`config.mk`:
```
export PLATFORM = sky130hd
export DESIGN_NAME = mux_4to1_rr_arbiter
export DESIGN_NICKNAME = d
export VERILOG_FILES = /design/src/rtl/mux_4to1_rr_arbiter.sv
export SDC_FILE = /design/constraint.sdc
export NUM_CORES = 1
export LEC_CHECK = 0
export ABC_CLOCK_PERIOD_IN_PS = 2100
export BUFFER_PORTS_ARGS = -buffer_cell sky130_fd_sc_hd__buf_2
export CORE_AREA = 5 5 53 55
export DETAILED_ROUTE_END_ITERATION = 12
export DIE_AREA = 0 0 58 60
export PLACE_DENSITY = 0.5
export SLEW_MARGIN = 10
export SYNTH_ARGS = -nofsm -noshare
export SYNTH_HDL_FRONTEND = slang
export SYNTH_SLANG_ARGS = --single-unit
export TNS_END_PERCENT = 100
```
`constraint.sdc`:
```
create_clock -name clk -period 2.1 [get_ports clk]
set_input_delay 0.21 -clock clk [delete_from_list [all_inputs] [get_ports clk]]
set_output_delay 0.21 -clock clk [all_outputs]
set_load 0.005 [all_outputs]
```
`src/rtl/mux_4to1_rr_arbiter.sv`:
```
// rtl/mux_4to1_rr_arbiter.sv - round-robin arbiter driving a shared 4:1 mux output
//
// Purpose:
//   Arbitrates four requesters A..D onto one shared output. The grant rotates
//   round-robin, starting the search one past the last winner. A hold counter
//   limits how many consecutive cycles a requester keeps the output while any
//   other requester is waiting.
//
// Ports:
//   clk    in   1      rising-edge clock
//   rst    in   1      asynchronous active-high reset
//   req    in   4      requests, bit0=A .. bit3=D
//   A..D   in   WIDTH  requester data
//   gnt    out  4      one-hot grant (registered)
//   a, b   out  1      mux select, {a,b}: 00=A 01=B 10=C 11=D (registered)
//   out    out  WIDTH  selected data, 0 when no grant
//   valid  out  1      out carries granted data (== |gnt)

module mux_4to1_rr_arbiter #(
  parameter int WIDTH    = 1,
  parameter int MAX_HOLD = 4
) (
  input  logic             clk,
  input  logic             rst,
  input  logic [3:0]       req,
  input  logic [WIDTH-1:0] A,
  input  logic [WIDTH-1:0] B,
  input  logic [WIDTH-1:0] C,
  input  logic [WIDTH-1:0] D,
  output logic [3:0]       gnt,
  output logic             a,
  output logic             b,
  output logic [WIDTH-1:0] out,
  output logic             valid
);

  localparam int CW = (MAX_HOLD < 1) ? 1 : $clog2(MAX_HOLD + 1);

  typedef enum logic {
    IDLE,
    GRANT
  } state_t;

  state_t         state_q;
  logic [3:0]     gnt_q;
  logic [1:0]     sel_q;
  logic [1:0]     ptr_q;
  logic [CW-1:0]  cnt_q;

  logic [3:0]     others;
  logic           others_any;
  logic           hold_req;
  logic           at_limit;
  logic [1:0]     win;

  // First asserted bit searching upward from p+1, wrapping 3->0. The loop
  // runs from the farthest candidate to the nearest so the nearest wins.
  function automatic logic [1:0] pick(input logic [3:0] r, input logic [1:0] p);
    logic [1:0] idx;
    pick = p;
    for (int k = 4; k >= 1; k--) begin
      idx = p + 2'(k);
      if (r[idx]) pick = idx;
    end
  endfunction

  // While idle gnt_q is zero, so "others" is simply req. While granting,
  // ptr_q equals the current holder, so searching from ptr_q+1 over the
  // masked requests yields the next winner excluding the holder.
  always_comb begin
    others     = req & ~gnt_q;
    others_any = |others;
    hold_req   = |(req & gnt_q);
    at_limit   = (cnt_q == CW'(MAX_HOLD));
    win        = pick(others, ptr_q);
  end

  always_ff @(posedge clk or posedge rst) begin
    if (rst) begin
      state_q <= IDLE;
      gnt_q   <= 4'b0000;
      sel_q   <= 2'b00;
      ptr_q   <= 2'd3;
      cnt_q   <= '0;
    end else begin
      case (state_q)
        IDLE: begin
          if (others_any) begin
            state_q <= GRANT;
            gnt_q   <= 4'b0001 << win;
            sel_q   <= win;
            ptr_q   <= win;
            cnt_q   <= CW'(1);
          end
        end
        GRANT: begin
          if (!hold_req) begin
            if (others_any) begin
              // Hand over directly: no idle bubble between grants.
              gnt_q <= 4'b0001 << win;
              sel_q <= win;
              ptr_q <= win;
              cnt_q <= CW'(1);
            end else begin
              // Select stays on the last index; only the grant drops.
              state_q <= IDLE;
              gnt_q   <= 4'b0000;
              cnt_q   <= '0;
            end
          end else if (at_limit) begin
            if (others_any) begin
              gnt_q <= 4'b0001 << win;
              sel_q <= win;
              ptr_q <= win;
            end
            cnt_q <= CW'(1);
          end else begin
            cnt_q <= cnt_q + CW'(1);
          end
        end
        default: begin
          state_q <= IDLE;
          gnt_q   <= 4'b0000;
          cnt_q   <= '0;
        end
      endcase
    end
  end

  assign gnt   = gnt_q;
  assign a     = sel_q[1];
  assign b     = sel_q[0];
  assign valid = |gnt_q;

  // Combinational from the registered select and live data.
  always_comb begin
    out = '0;
    if (valid) begin
      case (sel_q)
        2'd0:    out = A;
        2'd1:    out = B;
        2'd2:    out = C;
        default: out = D;
      endcase
    end
  end

endmodule

```
== Word level (Yosys, flattened, before mapping) ==
Index checks and enable logic that the tools add are counted.

* Multiplexer cells: 32
* Bitwise gates (word level): 4
* Equal/unequal tests: 5
* Divide/modulo/power cells: 0
* Order comparisons: 3
* Multipliers: 0
* $add $sub $neg: 4
* Reductions and logical operators: 4
* Shift operators: 1

{| class="wikitable"
|+ Operators with widths
! operator !! number
|-
| 2-bit 2-to-1 mux || 9
|-
| 4-bit 2-to-1 mux || 4
|-
| 4-bit OR reduction || 3
|-
| 2-bit by 3-bit < comparator with 1-bit output, second input constant || 3
|-
| 3-bit 2-to-1 mux || 3
|-
| 4-bit bitwise AND || 2
|-
| 2-bit one-hot mux with 2 select lines || 2
|-
| 4-bit one-hot mux with 2 select lines || 1
|-
| 1-bit 2-to-1 mux || 7
|-
| 1-bit binary-select mux with 2-bit select || 3
|-
| 3-bit one-hot mux with 2 select lines || 1
|-
| 2-bit adder, second input constant || 2
|-
| 4-bit inverter || 1
|-
| 1-bit by 2-bit << shifter with 4-bit output, first input constant || 1
|-
| 3-bit by 1-bit adder with 3-bit output, second input constant || 1
|-
| 3-bit == test, second input constant || 1
|-
| 3-bit by 2-bit inequality test with 1-bit output, second input constant || 1
|-
| 1-bit one-hot mux with 3 select lines || 1
|-
| 2-bit by 1-bit adder with 2-bit output, second input constant || 1
|-
| 2-bit by 1-bit == test with 1-bit output, second input constant || 1
|-
| 2-bit == test, second input constant || 1
|-
| 2-bit zero test || 1
|-
| 2-bit inequality test, second input constant || 1
|-
| 1-bit one-hot mux with 2 select lines || 1
|-
| 1-bit inverter || 1
|}

* Flip-flop bits (word level): 12
* Output and inout port bits: 8
* Logic and storage cells: 58
* Latch bits: 0
* Memory bits (writable): 0
* ROM bits: 0
* Memories: 0
* Input port bits: 10

== Longest topological paths before layout ==
* Depth after elaboration: 12
* Depth in mapped cells: 6
* Gate-level depth less buffers: 6

== Worst setup path after synthesis ==
Ideal clock, no wire load.

* Path kind: register -> register
* From: register gnt_q[3], in the netlist gnt[3]
* To: register sel_q[0]
* Required time: 1.975 ns
* Stages on the path, launching flop included: 5
* Slack: 0.579 ns
* Library setup time: 0.125 ns
* Period minus slack after synthesis: 1.521 ns
* Path buffers: 0
* Arrival: 1.396 ns
* Cells stage by stage: dfrtp_1 > a22oi_1 > nand2_1 > a31oi_4 > mux2_2

* Cells in the longest elaborated chain, start to end: 11
* Elaborated cells on any way between the ends: 19
* Classes of those cells: 1 x eq/ne; 13 x mux; 3 x bitwise; 2 x reduce/logical

{| class="wikitable"
|+ Ends and longest elaborated chain
! element !! line !! source
|-
| start, declared || 45 || <nowiki>logic [3:0] gnt_q;</nowiki>
|-
| start signal, assigned || 90 || <nowiki>gnt_q <= 4'b0001 << win;</nowiki>
|-
| start signal, assigned || 100 || <nowiki>gnt_q <= 4'b0001 << win;</nowiki>
|-
| start signal, assigned || 112 || <nowiki>gnt_q <= 4'b0001 << win;</nowiki>
|-
| 4-bit inverter || 71 || <nowiki>others = req & ~gnt_q;</nowiki>
|-
| 4-bit bitwise AND || 71 ||
|-
| 1-bit binary-select mux with 2-bit select || 63 || <nowiki>if (r[idx]) pick = idx;</nowiki>
|-
| 1-bit 2-to-1 mux (implied by the code) || 63 ||
|-
| 2-bit 2-to-1 mux (3 in a row) || 63 ||
|-
| 2-bit 2-to-1 mux || 88, 98, 111 ||
|-
| 2-bit 2-to-1 mux || 110 || <nowiki>end else if (at_limit) begin</nowiki>
|-
| 2-bit 2-to-1 mux || 97 || <nowiki>if (!hold_req) begin</nowiki>
|-
| 2-bit one-hot mux with 2 select lines || 86 || <nowiki>case (state_q)</nowiki>
|-
| end signal, assigned || 91 || <nowiki>sel_q <= win;</nowiki>
|-
| end signal, assigned || 101 || <nowiki>sel_q <= win;</nowiki>
|-
| end signal, assigned || 113 || <nowiki>sel_q <= win;</nowiki>
|-
| end, declared || 46 || <nowiki>logic [1:0] sel_q;</nowiki>
|}

Several ways; a longest one is shown, not always the timed one. The select of a mux whose other input is x is not followed.
A chain may end at the register's enable or synchronous reset.

== Worst setup path in the final report ==
* From: register gnt_q[3], in the netlist gnt[3]
* To: output port out

* Cells in the longest elaborated chain, start to end: 2

{| class="wikitable"
|+ Ends and longest elaborated chain
! element !! line !! source
|-
| 4-bit OR reduction || 133 || <nowiki>assign valid = |gnt_q;</nowiki>
|-
| 1-bit 2-to-1 mux || 138 || <nowiki>if (valid) begin</nowiki>
|-
| end, declared || 33 || <nowiki>output logic [WIDTH-1:0] out,</nowiki>
|}

No other way between the ends.

==> out/metrics.cfg <==
[status]
run_status=finished clean

[floorplanning]
placeableCoreArea_um2=2340
fp.dieArea_um2=3480
die_h_um=60
floorplan.initialDensity=0.325
num_io_pins=18
rows=18
width_of_the_die_um=58

[place]
placedInstanceArea_um2=888
io_buffer_count=17
place.detailed.hpwl_um=1350
gp_routability_congestion=0.790

[setup_path]
r2r_startpoint=gnt[3]
worstPathRequired_ps=1890
worst-path-buf-inv=1
reg2reg_to=sel_q[0]
critical_path_arrival_ps=1550
timing.reg2reg.worst_path_depth=4
worst-r2r-setup-slack_ps=400
highest_fanout_seen_on_the_critical_path=6
cpPeakStageDelay_ps=560
element_type_at_the_critical_path_start=register
crit_path_cell_trace=or4_1 -> and2_1 -> buf_2
timing.critical_path.to_type=output port
crit_type=reg2out
critical-path-slowest-cell=sky130_fd_sc_hd__or4_1
cpLargestDelayFamily=simple AND/OR/NAND/NOR gates

[clocking]
clock-sinks=12
path_clk_slew_ps=70
clock-root-buffer=sky130_fd_sc_hd__clkbuf_4
hold_buffers=1
cts_made_buffers=3
max-clock-path-buffers=2
cts.repair_timing.setup_buffer_count=0
insertion_delay_ps=280
cts_tree=done
number_of_instances_resized_during_post_cts_repair=0
h-tree-depth=1

[global_route]
grt_pass1_vias=644
grt_overflow=0
track_usage=0.113
grt.met2_usage=0.168
grt_util_met1=0.148
grt_first_pass_wirelength_um=2880
busiest_layer=met2
grt_start_max_net_pins=13
antenna_violations_before_repair=0
met3_usage=0.0259

[sta]
unrepaired_setup_endpoints_after_global_routing=false
final.setup_skew_ps=6.31
setup_viol=0
final.setup.tns_ps=0
min_tclk_post_route_ps=1760
final.period_utilization=0.837
max_freq_mhz=569
timing.slew.headroom=0.645
final-max-slew-violation-count=0
timing.final.hold_violations=0
worstMarginPinSlew_ps=533
hold_slack_ps=472

[routing]
postRouteWirelength_um=1710
drt_pre_antenna_iters=5
wl_per_cell_um=13.9
viasPerCell=5.33
detail-route-antenna-nets=0
vias=655
drc=0
dr.first_iter.drc_count=23

[min_path]
worst_hold_path_type=in2async

[layout]
post_route_cells_drive_above_1_share=0.355
num-nets-final=106
antenna_cells=0
final_util=0.395
syn2layout_area_growth_pct=21.3
stdcell_area_um2=925
fillerInstances=233

[synthesis]
synth_seq_cells=12
number_of_distinct_library_cells_after_synthesis=35
avgSynthCellArea_um2=10.7
seq_area_frac_synth=0.397
gate_count_after_technology_mapping=71
ys.flop_type=sky130_fd_sc_hd__dfrtp_1
synth_enable_flop_cells=0
synthesis.yosys.warnings=0
post_syn_nets=83
mappedNetlistArea_um2=762
synth-async-reset-ratio=1.00

[power]
power.density_nw_per_um2=1440
leakage_nw=0.431
ir_worst_vdd_mv=0.639
finalPower_mw=1.33

[run]
drv_cap=0

-- power by group --
group / internal [mW] / leakage (nW) / switching, mW
combinational: 0.364 / 0.273 / 0.369
clock: 0.0738 / 0.0150 / 0.0767
sequential: 0.346 / 0.144 / 0.103
total: 0.784 / 0.431 / 0.549
-- synth_stat cells, drive strengths merged, types with 2 or more instances --
master / number / area (um^2)
a21boi: 2 / 15.0
a22oi: 3 / 22.5
a31oi: 2 / 27.5
a32o: 2 / 20.0
dfrtp: 10 / 250
dfstp: 2 / 52.6
ha: 2 / 25.0
inv: 8 / 30.0
mux2i: 5 / 50.1
nand2: 5 / 18.8
nand2b: 3 / 18.8
nand3: 2 / 10.0
nor2: 2 / 7.51
nor2b: 4 / 32.5
o32ai: 2 / 17.5
or4: 2 / 18.8
-- layout by cell type (no fill, tap or decap), types with 2 or more instances in the layout --
cell,synthesis,final
sky130_fd_sc_hd__nor2b_2,3,3
sky130_fd_sc_hd__a22oi_1,3,3
sky130_fd_sc_hd__mux2i_1,5,5
sky130_fd_sc_hd__a32o_1,2,2
sky130_fd_sc_hd__clkbuf_4,0,3
sky130_fd_sc_hd__buf_2,0,17
sky130_fd_sc_hd__nand2_1,5,5
sky130_fd_sc_hd__nand3_1,2,2
sky130_fd_sc_hd__nand2b_1,3,3
sky130_fd_sc_hd__dfrtp_1,10,10
sky130_fd_sc_hd__ha_1,2,2
sky130_fd_sc_hd__nor2_1,2,2
sky130_fd_sc_hd__dfstp_2,2,2
sky130_fd_sc_hd__inv_1,8,8
sky130_fd_sc_hd__o32ai_1,2,2
-- worst max-delay path by stage --
stage / startpoint / end / slack [ps] / cells after the start
2_1_floorplan: gnt[3] / sel_q[0] / 580 / 4
3_3_place_gp: gnt[0] / sel_q[0] / 420 / 4
3_5_place_dp: gnt[3] / sel_q[0] / 420 / 4
4_1_cts: gnt[3] / out / 320 / 3
5_1_grt: gnt[3] / out / 250 / 3
6_report: gnt[3] / out / 340 / 3
-- routing by layer --
metal,vias to the layer above,part of all wire,wire length [um]
met3,5,0.065,111
met2,21,0.43,731
met1,315,0.48,824
li1,314,-,-
met5,-,0,0
met4,0,0.025,43
-- worst register-to-register path, delay by kind of cell, from the launching register on --
family / cells / cell delay (ps)
muxes: 1 / 370
AOI/OAI and AO/OA: 2 / 610
and+or+nand+nor: 1 / 160
DFF: 1 / 440
-- logic make-up (layout without fill, tap and decap cells) --
family          after synthesis  count (layout)  synth area share
buf+inv                       9              31            0.0443
fa+ha+maj                     2               2            0.0328
simple gates                 21              21             0.182
flops                        12              12             0.397
compound gates               20              20             0.233
mux                           7               7             0.110
-- registers in the layout (all words and copies together) (netlist names) --
register  cells
sel_q         2
gnt           4
ptr_q         2
state_q       1
cnt_q         3
-- stage by stage --
stage / setup WS, ps / std cells
final: 341 / 123
after global routing: 248 / 123
after CTS: 323 / 123
after detailed placement: 418 / 118
after global placement: 416 / 118
after floorplan: 579 / 71
-- final cells by class --
| class | instances | area [um^2] | share of cell area |
|---|---|---|---|
| clock buffers | 4 | 26.3 | 0.0284 |
| multi-input cells | 50 | 425 | 0.460 |
| well taps | 30 | 37.5 | 0.0406 |
| repair buffers | 19 | 103 | 0.111 |
| flip-flops and latches | 12 | 303 | 0.327 |
| inverters | 8 | 30.0 | 0.0325 |
Note: power is estimated with default switching activity, not from simulation.
